## src/rtl/lut_sweep_pkg.sv

```systemverilog
// Shared types and constants for the lut_sweep truth-table sweeper.
package lut_sweep_pkg;

  typedef enum logic [1:0] {
    StIdle,
    StSweep,
    StSingle,
    StFin
  } state_e;

  localparam logic MODE_SWEEP  = 1'b0;
  localparam logic MODE_SINGLE = 1'b1;

endpackage

```

## src/rtl/lut_sel.sv

```systemverilog
// LUT_W-to-1 read mux: returns the truth-table bit selected by index.
module lut_sel #(
  parameter int unsigned N_IN  = 3,
  parameter int unsigned LUT_W = 2 ** N_IN
) (
  input  logic [LUT_W-1:0] lut_bits,
  input  logic [N_IN-1:0]  index,
  output logic             bit_out
);

  assign bit_out = lut_bits[index];

endmodule

```

## src/rtl/lut_sweep.sv

```systemverilog
// Programmable-truth-table evaluator: sweeps all input vectors or evaluates one,
// counting minterms, behind a start/busy/done handshake.
module lut_sweep
  import lut_sweep_pkg::*;
#(
  parameter int unsigned N_IN  = 3,
  parameter int unsigned LUT_W = 2 ** N_IN
) (
  input  logic             clk,
  input  logic             rst_n,
  input  logic             start,
  input  logic             mode,
  input  logic [LUT_W-1:0] lut,
  input  logic [N_IN-1:0]  vec_in,
  output logic             busy,
  output logic [N_IN-1:0]  vec_out,
  output logic             f_out,
  output logic             f_valid,
  output logic [N_IN:0]    ones_cnt,
  output logic             done
);

  localparam logic [N_IN-1:0] IdxLast = '1;

  state_e            state_q, state_d;
  logic [LUT_W-1:0]  lut_q;
  logic [N_IN-1:0]   vec_q;
  logic [N_IN-1:0]   idx_q;
  logic [N_IN-1:0]   sel_idx;
  logic              lut_bit;
  logic              accept;
  logic              emitting;

  logic              busy_q;
  logic [N_IN-1:0]   vec_out_q;
  logic              f_out_q;
  logic              f_valid_q;
  logic [N_IN:0]     ones_q;
  logic              done_q;

  assign accept   = (state_q == StIdle) && start;
  assign emitting = (state_q == StSweep) || (state_q == StSingle);
  assign sel_idx  = (state_q == StSingle) ? vec_q : idx_q;

  lut_sel #(
    .N_IN  (N_IN),
    .LUT_W (LUT_W)
  ) u_lut_sel (
    .lut_bits (lut_q),
    .index    (sel_idx),
    .bit_out  (lut_bit)
  );

  always_comb begin
    state_d = state_q;
    unique case (state_q)
      StIdle: begin
        if (start) begin
          state_d = (mode == MODE_SINGLE) ? StSingle : StSweep;
        end
      end
      StSweep: begin
        if (idx_q == IdxLast) begin
          state_d = StFin;
        end
      end
      StSingle: state_d = StFin;
      StFin:    state_d = StIdle;
      default:  state_d = StIdle;
    endcase
  end

  always_ff @(posedge clk or negedge rst_n) begin
    if (!rst_n) begin
      state_q   <= StIdle;
      lut_q     <= '0;
      vec_q     <= '0;
      idx_q     <= '0;
      busy_q    <= 1'b0;
      vec_out_q <= '0;
      f_out_q   <= 1'b0;
      f_valid_q <= 1'b0;
      ones_q    <= '0;
      done_q    <= 1'b0;
    end else begin
      state_q   <= state_d;
      busy_q    <= (state_d != StIdle);
      done_q    <= (state_q == StFin);
      f_valid_q <= emitting;

      if (accept) begin
        lut_q  <= lut;
        vec_q  <= vec_in;
        idx_q  <= '0;
        ones_q <= '0;
      end

      // Index stops at the last vector rather than wrapping.
      if ((state_q == StSweep) && (idx_q != IdxLast)) begin
        idx_q <= idx_q + 1'b1;
      end

      if (emitting) begin
        vec_out_q <= sel_idx;
        f_out_q   <= lut_bit;
      end

      if (state_q == StSweep) begin
        ones_q <= ones_q + (N_IN + 1)'(lut_bit);
      end else if (state_q == StSingle) begin
        ones_q <= (N_IN + 1)'(lut_bit);
      end
    end
  end

  assign busy     = busy_q;
  assign vec_out  = vec_out_q;
  assign f_out    = f_out_q;
  assign f_valid  = f_valid_q;
  assign ones_cnt = ones_q;
  assign done     = done_q;

endmodule
```

## config.mk

```make
export PLATFORM = sky130hd
export DESIGN_NAME = lut_sweep
export DESIGN_NICKNAME = d
export VERILOG_FILES = /design/src/rtl/lut_sweep_pkg.sv /design/src/rtl/lut_sel.sv /design/src/rtl/lut_sweep.sv
export SDC_FILE = /design/constraint.sdc
export NUM_CORES = 1
export LEC_CHECK = 0
export BUFFER_PORTS_ARGS = -buffer_cell sky130_fd_sc_hd__buf_2
export CORE_ASPECT_RATIO = 0.8
export CORE_MARGIN = 8
export CORE_UTILIZATION = 40
export DETAILED_ROUTE_END_ITERATION = 16
export GPL_ROUTABILITY_DRIVEN = 0
export PLACE_DENSITY = 0.67
export RECOVER_POWER = 100
export SETUP_SLACK_MARGIN = 0.15
export SYNTH_ARGS = -nofsm -noshare
export SYNTH_HDL_FRONTEND = slang
export SYNTH_SLANG_ARGS = --single-unit
```

## constraint.sdc

```tcl
create_clock -name clk -period 3 [get_ports clk]
set_clock_uncertainty 0.15 [all_clocks]
set_input_delay 0.6 -clock clk [delete_from_list [all_inputs] [get_ports clk]]
set_output_delay 0.6 -clock clk [all_outputs]
set_load 0.01 [all_outputs]
```

; Word-level counts from Yosys, hierarchy flattened
; Cells that the tools add are included.
[op_classes]
n_addsub = 2
n_lt_le_gt_ge = 1
n_eq_ne = 5
n_mux = 12
reduce_logical = 7
[ops]
columns = op, count
row1 = 4-bit two-way mux, 3
row2 = 3-bit two-way mux, 3
row3 = 2-bit one-hot mux with 4 select lines, 1
row4 = 2-bit two-way mux, 3
row5 = 4-bit by 1-bit adder with 4-bit output, 1
row6 = "2-bit equality test, second input constant", 2
row7 = "3-bit by 4-bit < comparator with 1-bit output, second input constant", 1
row8 = 2-bit nonzero test, 2
row9 = "3-bit by 1-bit adder with 3-bit output, second input constant", 1
row10 = 1-bit binary-select mux with 3-bit select, 1
row11 = "3-bit equality test, second input constant", 1
row12 = "3-bit inequality test, second input constant", 1
row13 = 3-bit nonzero test, 1
row14 = "2-bit by 1-bit equality test with 1-bit output, second input constant", 1
row15 = 1-bit logical AND, 2
row16 = 2-bit logical NOT, 1
row17 = 1-bit logical OR, 1
row18 = 1-bit two-way mux, 1
[word_totals]
register_bits = 27
inputBits = 15
output_inout_bits = 11
word_cells = 37

; Logic depth before layout (Yosys ltp)
; Gate-level depths: netlist (run 1).
[depth]
depth_word = 6
mapped_depth = 12
depth_no_buf = 11

; Hierarchy
; From an unflattened synthesis (run 1), not the netlist that was laid out.
[hier_totals]
hier_cells = 93
hier_area_um2 = 1328.8
[modules_own_cells]
columns = mod, n_inst, cells_per_inst, area_per_inst_um2, seq_area_each_um2
row1 = lut_sweep, 1, 90, 1265.0, 675.6
row2 = lut_sel, 1, 3, 63.8, 0.0

; Worst setup path after synthesis (run 1)
; Ideal clock, no wire load.
[synth_path]
path_kind = flip-flop to flip-flop
start = register state_q[0]
end = register ones_q[0] (netlist: ones_cnt[0])
setup_time_ns = 0.126
arrival_time_ns = 2.032
t_required_ns = 2.724
slack_ns = 0.692
path_stages_with_launch = 10
path_buffers = 1
period_less_slack_ns = 2.308
cell_sequence = dfrtp_1 inv_1 ha_1 buf_6 mux2i_1 and2_1 o221ai_2 a2bb2oi_2 ha_1 a221o_1
[synth_between]
elab_chain_cells = 6
elab_cells_between_ends = 11
cone_classes = 1 x add/sub / 2 x eq/ne / 5 x mux / 3 x reduce/logical
[synth_lines]
columns = element, line
row1 = from (decl), lut_sweep.sv:25  ; state_e state_q, state_d;
row2 = from (signal assigned), lut_sweep.sv:75  ; state_q <= StIdle;
row3 = from (signal assigned), lut_sweep.sv:86  ; state_q <= state_d;
row4 = 2-bit equality test *, lut_sweep.sv:43  ; assign sel_idx = (state_q == StSingle) ? vec_q : idx_q;
row5 = 3-bit two-way mux *, lut_sweep.sv:43
row6 = 1-bit binary-select mux with 3-bit select *, lut_sel.sv:11  ; assign bit_out = lut_bits[index];
row7 = 1-bit two-way mux (not written as such) *, lut_sel.sv:11
row8 = net lut_bit, lut_sweep.sv:30  ; logic lut_bit;
row9 = 4-bit by 1-bit adder with 4-bit output / 4-bit two-way mux (equally long branches), "lut_sweep.sv:109, lut_sweep.sv:110"
row10 = 4-bit two-way mux *, lut_sweep.sv:108  ; if (state_q == StSweep) begin
row11 = to (signal assigned), lut_sweep.sv:109  ; ones_q <= ones_q + (N_IN + 1)'(lut_bit);
row12 = to (signal assigned), lut_sweep.sv:111  ; ones_q <= (N_IN + 1)'(lut_bit);
row13 = to (decl), lut_sweep.sv:38  ; logic [N_IN:0] ones_q;
; Mark *: on every way through the listed nets, which the timed path passes. The rest lies on a longest branch. The select of a mux whose other input is x is not followed.
; A chain may end at the register's enable or synchronous reset.

; Worst setup path after layout (run 1)
[layout_path]
start = register state_q[0]
end = register ones_q[2] (netlist: ones_cnt[2])
[layout_between]
elab_chain_cells = 6
elab_cells_between_ends = 11
cone_classes = 1 x add/sub / 2 x eq/ne / 5 x mux / 3 x reduce/logical
[layout_lines]
columns = element, line
row1 = 2-bit equality test, lut_sweep.sv:43
row2 = 3-bit two-way mux, lut_sweep.sv:43
row3 = 1-bit binary-select mux with 3-bit select, lut_sel.sv:11
row4 = 1-bit two-way mux (not written as such), lut_sel.sv:11
row5 = net lut_bit, lut_sweep.sv:30
row6 = 4-bit by 1-bit adder with 4-bit output, lut_sweep.sv:109
row7 = 4-bit two-way mux, lut_sweep.sv:108
; The timed path passes the listed nets, and every way through them passes these cells. The select of a mux whose other input is x is not followed.

==> key figures, run 1 <==
Cells and area
  • NumNets Final: 168
  • Commonest non-fill, non-tap cell in the layout: dfrtp_1
  • Final antenna diode count: 0
  • Post-route insts no fill: 185
  • Share of cells above drive strength 1: 25.9%
  • Design area: ~1600 um2
  • Layout area overhead: 14.2%
  • Commonest non-fill, non-tap cells in the layout: dfrtp_1 (27), mux2_2 (15), nand2_1 (14)

Critical path
  • FF-to-FF path depth: 11
  • Cells along the critical path: inv_1 -> ha_4 -> or2b_1 -> o32ai_1 -> o21ai_0 -> a2bb2oi_2 -> ha_1 -> ha_1 -> xor2_1 -> nand2_1 -> o21ai_0
  • Crit path from: state_q[0]
  • Reg-to-reg startpoint: state_q[0]
  • Crit path capture type: register
  • Crit path arrival time: ~2.7 ns
  • Worst path slowest cell: dfrtp_1
  • Slowest stage delay, CP: 0.41 ns
  • CP max FO: 12
  • Critical Path End: ones_cnt[2]
  • Crit start category: register
  • Worst r2r dst: ones_cnt[2]
  • Worst path required time: about 3.0 ns
  • R2r setup slk: between 0.2 and 0.3 ns
  • CP delay by family, top: compound AO/OA/AOI/OAI gates
  • Critical path depth in cells: 11
  • Worst Path Buf+Inv: 1
  • CP Class: register to register

Yosys
  • Top cell type's share of synthesized area: 49.7%
  • Top post-synthesis cells by area: dfrtp_1 (50%), mux2_2 (12%), ha_1 (8.3%)
  • Cell taking the most area after synthesis: dfrtp_1
  • Cell Area, Synth: between 1000 and 1500 um2
  • Largest family of logic cells by synthesized area: multiplexers
  • Synth Area in Compound Gates: roughly an eighth
  • Syn_area_per_cell: 11.5 um2
  • Post-synthesis simple-gate area fraction: around a tenth
  • Syn nets: approximately 140
  • EDFF count, synth: 0
  • Sequential share of the synthesized area: about 50%
  • Cells after Synth: approximately 120
  • Main synth FF type: dfrtp_1
  • Mux cell area share after synthesis: 14.6%
  • Synth warn: 0
  • Ys async rst share: 100%
  • Post-Synth XOR/XNOR Area: 1.29%
  • Adder-cell area share of the yosys netlist: around 8.3%
  • Synth unique cells: 30
  • FF+latch count, synth: 27

STA
  • Final Slew Violations: 0
  • TNS Setup: 0 ns
  • Minimum clock period: around 2.7 ns
  • Fin. Hold Viols: 0
  • Count of final setup violators: 0
  • Period Utilization, post-route: 91.3%
  • Max transition margin: 6.28%
  • Unrepaired setup endpoints after global routing: no
  • Worst slew pin tran: roughly 1.4 ns
  • Hold Slack: around 0.36 ns
  • Fmax: between 300 and 400 MHz

Clocking
  • Hold_buf cts: 0
  • CTS H-tree depth: 1
  • CTS tree: done
  • Clk pin slew, worst setup/hold paths: ~0.090 ns
  • CTS Root Cell: clkbuf_8
  • Num CTS Buffers: 3
  • TritonCTS sink count: 27
  • Worst-Skew Late Latency: ~0.27 ns
  • CTS Buffer Depth: 2

Run status
  • Status: completed

Global routing
  • First-pass GRT wire length: 4600 um
  • Grt ovf: 0
  • Vias in the first global route: about 990
  • Largest net degree at the start of global routing: 28
  • Initial antenna violation count: 0
  • Overall global routing resource usage: around a tenth

Routing
  • DR vias: 939
  • Vias/cell: 5.08
  • Total wire length: around 2600 um
  • DR iter-0 viols: 52
  • Drc violations: 0
  • Drt wl/cell: between 10 and 15 um
  • TritonRoute pass-1 iters: 4
  • Antenna viol nets, final: 0

Job
  • Total of max-cap violations: 0

Power and ir drop
  • Seq pwr share: between 30% and 40%
  • Power Density: 1160 nW/um2
  • Leakage: between 0.6 and 0.7 nW
  • Peak VDD IR: 0.469 mV
  • Comb power frac: 50.4%
  • Sw frac: just over 40%
  • Psw: just over 0.7 mW
  • Clk network pwr share: 11.2%
  • Int Pwr: 1.07 mW

Placement
  • Detailed placement HPWL: roughly 2000 um
  • DP Area: 1510 um2
  • Placed cell count: ~180
  • Number of buffers added on ports: 25

Floorplanning
  • Ports: 26
  • Die H: about 68 um
  • Die area: 5530 um2
  • Starting Density: between 40% and 50%
  • Core region area: around 3400 um2
  • Chip width: around 81 um
  • Row count: 19

Worst hold path
  • Worst hold start: lut_q[1]
  • Min-delay worst type: register to register
  • WHS Path Cells: 1
-- worst min-delay path by stage --
stage | end | slack (ns)
floorplan | busy | 0.15
global placement | lut_q[4] | 0.34
detailed placement | f_out | 0.35
CTS | vec_out[2] | 0.20
global route | lut_q[6] | 0.39
finish | lut_q[1] | 0.36
-- final cells by class --
| type | instances | area, um2 |
|---|---|---|
| inverter | 4 | 15.0 |
| multi-input combinational | 83 | 654 |
| sequential | 27 | 676 |
| tap | 42 | 52.6 |
| clock buffer | 4 | 45.0 |
| timing repair buffer | 25 | 110 |
| fill | 331 | 1800 |
-- worst reg2reg max path, stage by stage (launching register included) --
cell and delay [ns]:
dfrtp_1 0.41, inv_1 0.17, ha_4 0.25, or2b_1 0.28, o32ai_1 0.24, o21ai_0 0.21
a2bb2oi_2 0.19, ha_1 0.21, ha_1 0.20, xor2_1 0.17, nand2_1 0.06, o21ai_0 0.08
-- power groups by stage --
stage	Clock (mW)	Sequential, mW	Combinational [mW]
global route	0.228	0.714	1.02
global placement	0	0.678	0.886
floorplan	0	0.686	0.684
finish	0.201	0.688	0.904
CTS	0.209	0.680	0.931
detailed placement	0	0.687	0.925
-- timing repair --
item / CTS / global route
buffers inserted: 0 / 0
setup endpoints to repair: 0 / 4
gates resized for setup: 0 / 3
-- flip-flops by register name, summed over array words and instances (netlist names) --
register	flops
f_out	1
state_q	2
ones_cnt	4
idx_q	3
done	1
busy	1
f_valid	1
vec_out	3
vec_q	3
lut_q	8
-- cells by family (layout without fill, tap and decap cells) --
kind of cell / count (synthesis) / in the layout
AOI/OAI and AO/OA: 23 / 23
xor gates and xnor gates: 2 / 2
adders and majority gates: 9 / 9
buffers and inverters: 8 / 33
DFF: 27 / 27
muxes: 18 / 18
and+or+nand+nor: 31 / 31
-- Yosys cell counts, types with 2 or more instances --
library cell / instances
a21oi_1: 6
a22o_1: 2
a31oi_1: 2
dfrtp_1: 27
ha_1: 9
inv_1: 4
mux2_2: 15
mux2i_1: 3
nand2_1: 14
nor2_1: 8
nor2b_1: 5
o21ai_0: 5
-- per-stage QoR --
step | worst slack [ns] | util, % | total power, mW
final | 0.262 | 46.3 | 1.79
after global placement | 0.344 | 45.2 | 1.56
after CTS | 0.189 | 46.5 | 1.82
after detailed placement | 0.220 | 45.2 | 1.61
after floorplan | 0.692 | - | 1.37
after global routing | 0.117 | 46.3 | 1.96
-- routing by layer --
layer  up-vias  GRT usage (%)  wire length, um
met5         -              0                0
li1        464              -                -
met2        18           17.6             1240
met4         0           1.33                8
met1       455           13.1             1210
met3         2           3.81              159
No activity file was read; power rests on OpenSTA's default activity.
==> inputs of run 2 (changes only) <==
--- a/config.mk
+++ b/config.mk
@@ -6,12 +6,14 @@
 export NUM_CORES = 1
 export LEC_CHECK = 0
 export BUFFER_PORTS_ARGS = -buffer_cell sky130_fd_sc_hd__buf_2
+export CELL_PAD_IN_SITES_DETAIL_PLACEMENT = 0
+export CELL_PAD_IN_SITES_GLOBAL_PLACEMENT = 1
 export CORE_ASPECT_RATIO = 0.8
 export CORE_MARGIN = 8
 export CORE_UTILIZATION = 40
 export DETAILED_ROUTE_END_ITERATION = 16
 export GPL_ROUTABILITY_DRIVEN = 0
-export PLACE_DENSITY = 0.67
+export PLACE_DENSITY = 0.8
 export RECOVER_POWER = 100
 export SETUP_SLACK_MARGIN = 0.15
 export SYNTH_ARGS = -nofsm -noshare
==> run 2 against run 1 <==
Against the previous run:
- via count rose by 0.96%
- critical endpoint unchanged
- sequential share of layout area rose by 0.53 points
- highest routed layer unchanged
- cell count did not move
- flip-flop and latch count did not move
- combinational power fell by 5.2%
- sequential power fell by 0.7%
- final area fell by 1.2%
- non-clock buffer count did not move
- worst hold slack got worse by 0.0047 ns
- maximum frequency rose by 0.98%
- register-to-register slack improved by 0.03 ns
==> key figures, run 2 (synthesis gave the netlist of run 1 again) <==
Critical path
  • Cells along the critical path: inv_1 -> ha_2 -> or2b_1 -> o32ai_1 -> o21ai_1 -> a2bb2oi_1 -> ha_1 -> ha_1 -> xor2_1 -> nand2_1 -> o21ai_0
  • Worst Path Buf+Inv: 1
  • Worst path slowest cell: dfrtp_1
  • Worst r2r dst: ones_cnt[2]
  • Slowest stage delay, CP: 0.41 ns
  • R2r setup slk: roughly 0.29 ns
  • Most used cell, CP: ha_1
  • CP max FO: 12
  • FF-to-FF path depth: 11
  • Reg-to-reg startpoint: state_q[0]
  • Crit path capture type: register
  • Crit path arrival time: approximately 2.7 ns
  • CP Class: register to register
  • Crit start category: register
  • CP delay by family, top: adder cells
  • Worst path required time: roughly 3.0 ns

Clocking
  • CTS H-tree depth: 1
  • TritonCTS sink count: 27
  • CTS Root Cell: clkbuf_8
  • Num CTS Buffers: 3
  • Hold_buf cts: 0
  • Worst-Skew Late Latency: about 0.27 ns
  • Clk pin slew, worst setup/hold paths: 0.09 ns
  • CTS Buffer Depth: 2
  • Resized Gates After CTS: 0
  • Number of setup buffers added after CTS: 0
  • CTS tree: done

Global routing
  • Overall global routing resource usage: about a tenth
  • First-pass GRT wire length: between 4000 and 5000 um
  • Initial antenna violation count: 0
  • Largest net degree at the start of global routing: 28
  • Vias in the first global route: about 940
  • Grt ovf: 0

Routing
  • Drc violations: 0
  • DR iter-0 viols: 22
  • Antenna viol nets, final: 0
  • Drt wl/cell: ~14 um
  • TritonRoute pass-1 iters: 4
  • Vias/cell: around 5.1
  • DR vias: around 950
  • Total wire length: 2580 um

Cells and area
  • Final antenna diode count: 0
  • Design area: around 1500 um2
  • Layout area overhead: 12.8%
  • Commonest non-fill, non-tap cells in the layout: dfrtp_1 (27), mux2_2 (15), nand2_1 (14)
  • Top reg by flops: lut_q
  • NumNets Final: 168
  • Share of cells above drive strength 1: roughly a quarter
  • Max reg flops: 8
  • # fillers: ~320
  • Commonest non-fill, non-tap cell in the layout: dfrtp_1

STA
  • Final Slew Violations: 0
  • Worst slew pin tran: roughly 1.4 ns
  • Period Utilization, post-route: about nine tenths
  • Minimum clock period: between 2 and 3 ns
  • Fmax: 369 MHz
  • Count of final setup violators: 0
  • Fin. Hold Viols: 0
  • Max transition margin: under 10%
  • Unrepaired setup endpoints after global routing: no
  • TNS Setup: 0 ns

Floorplanning
  • Ports: 26
  • Chip width: slightly above 80 um
  • Die H: roughly 68 um
  • Die area: around 5500 um2
  • Core region area: around 3400 um2
  • Row count: 19
  • Starting Density: roughly two fifths

Power and ir drop
  • Int Pwr: 1.05 mW
  • Psw: between 0.6 and 0.7 mW
  • Clk network pwr share: a little under an eighth
  • Power Density: between 1000 and 1500 nW/um2
  • Sw frac: 40.0%
  • Seq pwr share: about two fifths
  • Comb power frac: 49.2%
  • Leakage: a little under 0.7 nW
  • Peak VDD IR: 0.484 mV

Placement
  • DP Area: 1510 um2
  • Number of buffers added on ports: 25
  • Detailed placement HPWL: 2030 um

Run status
  • Status: completed

Job
  • Total of max-cap violations: 0

Worst hold path
  • Hold Path Sink: f_out
  • Min-delay worst type: register to register
  • WHS Path Cells: 1
  • Worst hold start: f_out
-- run 2: changes by cell type in the layout (fill, tap and decap cells not counted) --
cell | before | now
a2bb2oi_1 | 0 | 1
a2bb2oi_2 | 1 | 0
clkbuf_1 | 13 | 12
clkinv_2 | 0 | 1
ha_2 | 0 | 1
ha_4 | 1 | 0
mux2i_1 | 2 | 3
mux2i_2 | 1 | 0
o21ai_0 | 6 | 5
o21ai_1 | 0 | 1
-- run 2: cell type report --
| type | instances | area (um2) | share of cell area [%] |
|---|---|---|---|
| clock buffers | 3 | 41.3 | 2.69 |
| well taps | 42 | 52.6 | 3.43 |
| multi-input cells | 83 | 634 | 41.4 |
| flip-flops and latches | 27 | 676 | 44.0 |
| inverters | 4 | 15.0 | 0.979 |
| repair buffers | 25 | 110 | 7.18 |
| clock inverters | 1 | 5.00 | 0.326 |
-- run 2: per-stage QoR --
stage / cells / setup slack, ns / total power [mW] / hold slack (ns) / util, %
6_report: 185 / 0.288 / 1.74 / 0.360 / 45.8
5_1_grt: 185 / 0.121 / 1.90 / 0.394 / 45.8
4_1_cts: 185 / 0.248 / 1.81 / 0.190 / 46.5
3_5_place_dp: 181 / 0.279 / 1.60 / 0.342 / 45.2
3_3_place_gp: 181 / 0.348 / 1.57 / 0.339 / 45.2
2_1_floorplan: 118 / 0.692 / 1.37 / 0.154 / -
-- run 2: power by group through the flow --
stage | logic [mW] | clock network [mW] | registers, mW
CTS | 0.915 | 0.210 | 0.683
detailed placement | 0.911 | 0 | 0.691
global placement | 0.890 | 0 | 0.680
finish | 0.857 | 0.202 | 0.683
global route | 0.963 | 0.228 | 0.711
floorplan | 0.684 | 0 | 0.686
-- run 2: routing by layer --
metal,wire length (um),vias to the layer above,GRT usage (%)
li1,-,465,-
met1,1220,464,13.3
met2,1220,15,16.1
met3,117,4,2.49
met4,28,0,3.33
met5,0,-,0
-- run 2: worst max path at each step --
stage                          start          end  slack, ns  depth (start not counted)
after floorplan           state_q[0]  ones_cnt[0]       0.69                          9
after global placement    state_q[0]  ones_cnt[2]       0.35                         11
after detailed placement  state_q[0]  ones_cnt[2]       0.28                         11
after CTS                 state_q[0]  ones_cnt[2]       0.25                         11
after global routing      state_q[0]  ones_cnt[2]       0.12                         11
final                     state_q[0]  ones_cnt[2]       0.29                         11
-- run 2: worst reg2reg max path, cell delays in order, from the launching register on --
cell and delay [ns]:
dfrtp_1 0.41, inv_1 0.13, ha_2 0.34, or2b_1 0.29
o32ai_1 0.24, o21ai_1 0.14, a2bb2oi_1 0.18, ha_1 0.22
ha_1 0.19, xor2_1 0.16, nand2_1 0.06, o21ai_0 0.08
==> inputs of run 3 (changes only) <==
--- a/config.mk
+++ b/config.mk
@@ -10,10 +10,10 @@
 export CELL_PAD_IN_SITES_GLOBAL_PLACEMENT = 1
 export CORE_ASPECT_RATIO = 0.8
 export CORE_MARGIN = 8
-export CORE_UTILIZATION = 40
+export CORE_UTILIZATION = 42
 export DETAILED_ROUTE_END_ITERATION = 16
 export GPL_ROUTABILITY_DRIVEN = 0
-export PLACE_DENSITY = 0.8
+export PLACE_DENSITY = 0.83
 export RECOVER_POWER = 100
 export SETUP_SLACK_MARGIN = 0.15
 export SYNTH_ARGS = -nofsm -noshare
==> run 3 against run 2 <==
Against the previous run:
- cell count down 1.1%
- register-to-register slack hardly changed
- via count up 1.3%
- clock-buffer cell count increased by 1
- critical path depth did not move
- global-route usage grew 0.47 points
- power increased by 2.2%
- worst hold slack gained 0.0095 ns
- sequential share of layout area decreased by 0.072 points
- setup slack improved by 0.013 ns
- die area fell by 3.7%
- maximum frequency grew 0.48%
==> key figures, run 3 (synthesis gave the netlist of run 1 again) <==
Placement
  • Placed cell count: between 150 and 200
  • Number of buffers added on ports: 25
  • Detailed placement HPWL: approximately 2100 um
  • DP Area: around 1500 um2

Power and ir drop
  • Power Density: ~1200 nW/um2
  • Final Power: between 1.5 and 2 mW
  • Peak VDD IR: about 0.46 mV
  • Leakage: 0.692 nW

Floorplanning
  • Chip width: around 80 um
  • Die H: 66.9 um
  • Ports: 26
  • Core region area: between 3000 and 4000 um2
  • Die area: between 5000 and 6000 um2
  • Starting Density: roughly 44%
  • Row count: 18

Cells and area
  • Max reg flops: 8
  • Share of cells above drive strength 1: 24.5%
  • Design area: 1540 um2
  • NumNets Final: 168
  • Top reg by flops: lut_q
  • Layout area overhead: 13.0%
  • Commonest non-fill, non-tap cell in the layout: dfrtp_1
  • Post-route insts no fill: approximately 180
  • Commonest non-fill, non-tap cells in the layout: dfrtp_1 (27), nand2_1 (14), mux2_2 (14)
  • Final antenna diode count: 0

Global routing
  • First-pass GRT wire length: roughly 4400 um
  • Overall global routing resource usage: 10.6%
  • Grt ovf: 0
  • Largest net degree at the start of global routing: 28
  • Vias in the first global route: slightly below 1000
  • Initial antenna violation count: 0

STA
  • Final Slew Violations: 0
  • Max transition margin: under 10%
  • Unrepaired setup endpoints after global routing: no
  • Fmax: between 300 and 400 MHz
  • Worst slew pin tran: ~1.4 ns
  • Count of final setup violators: 0
  • TNS Setup: 0 ns
  • Fin. Hold Viols: 0
  • Minimum clock period: around 2.7 ns
  • Period Utilization, post-route: about nine tenths

Critical path
  • Worst path slowest cell: dfrtp_1
  • Cells along the critical path: inv_1 -> ha_2 -> or2b_1 -> o32ai_1 -> o21ai_1 -> a2bb2oi_2 -> ha_1 -> ha_1 -> xor2_1 -> nand2_1 -> o21ai_0
  • CP delay by family, top: adder cells
  • Worst path required time: about 3.0 ns
  • Most used cell, CP: ha_1
  • Slowest stage delay, CP: 0.42 ns
  • Crit path capture type: register
  • Crit start category: register
  • CP Class: register to register
  • Crit path arrival time: 2.70 ns
  • CP max FO: 12
  • Worst Path Buf+Inv: 1

Clocking
  • Resized Gates After CTS: 0
  • CTS H-tree depth: 1
  • CTS Root Cell: clkbuf_8
  • Number of setup buffers added after CTS: 0
  • Num CTS Buffers: 3
  • Clk pin slew, worst setup/hold paths: 0.09 ns
  • CTS tree: done
  • Hold_buf cts: 0
  • TritonCTS sink count: 27
  • Worst-Skew Late Latency: 0.27 ns
  • CTS Buffer Depth: 2

Worst hold path
  • Min-delay worst type: register to register

Routing
  • Drc violations: 0
  • TritonRoute pass-1 iters: 4
  • Drt wl/cell: between 15 and 20 um
  • DR iter-0 viols: 32
  • Total wire length: 2760 um
  • Antenna viol nets, final: 0
  • Vias/cell: ~5.2
  • DR vias: 960

Job
  • Total of max-cap violations: 0

Run status
  • Status: completed
## run 3: changes by cell type in the layout (fill, tap and decap cells not counted), sizes merged
| cell | change |
|---|---|
| clkbuf | +1 |
| clkinv | -1 |
## run 3: final timing paths
path | end | cells past startpoint | startpoint | slack, ns
max | ones_cnt[2] | 11 | state_q[0] | 0.30
min | f_out | 1 | f_out | 0.37
max reg2reg | ones_cnt[2] | 11 | state_q[0] | 0.30
min reg2reg | f_out | 1 | f_out | 0.37
max in group asynchronous | lut_q[5] | 1 | rst_n | 1.39
min in group asynchronous | busy | 1 | rst_n | 0.49
## run 3: layout make-up
cell class | instances | area (um2)
inverters | 4 | 15.0
clock buffers | 4 | 45.0
repair buffers | 25 | 110
well taps | 40 | 50.0
fillers | 279 | 1550
multi-input cells | 83 | 641
flip-flops and latches | 27 | 676
## run 3: through the flow
stage          worst slack, ns  hold WS, ns  util (%)
6_report                 0.301        0.369      49.8
5_1_grt                  0.104        0.394      49.8
4_1_cts                  0.265        0.187      50.4
3_5_place_dp             0.285        0.345      49.0
3_3_place_gp             0.359        0.340      49.0
2_1_floorplan            0.692        0.154         -
## run 3: layer usage
metal	track usage, %	vias to the layer above	wire, um
met5	0	-	0
met4	5.99	0	48
met3	3.23	4	156
met2	17.3	22	1310
met1	12.2	470	1250
li1	-	464	-
## run 3: power by group
part,total [mW],internal (mW),switching [mW]
clock,0.206,0.0953,0.110
combinational,0.889,0.417,0.472
sequential,0.687,0.546,0.140
total,1.78,1.06,0.722
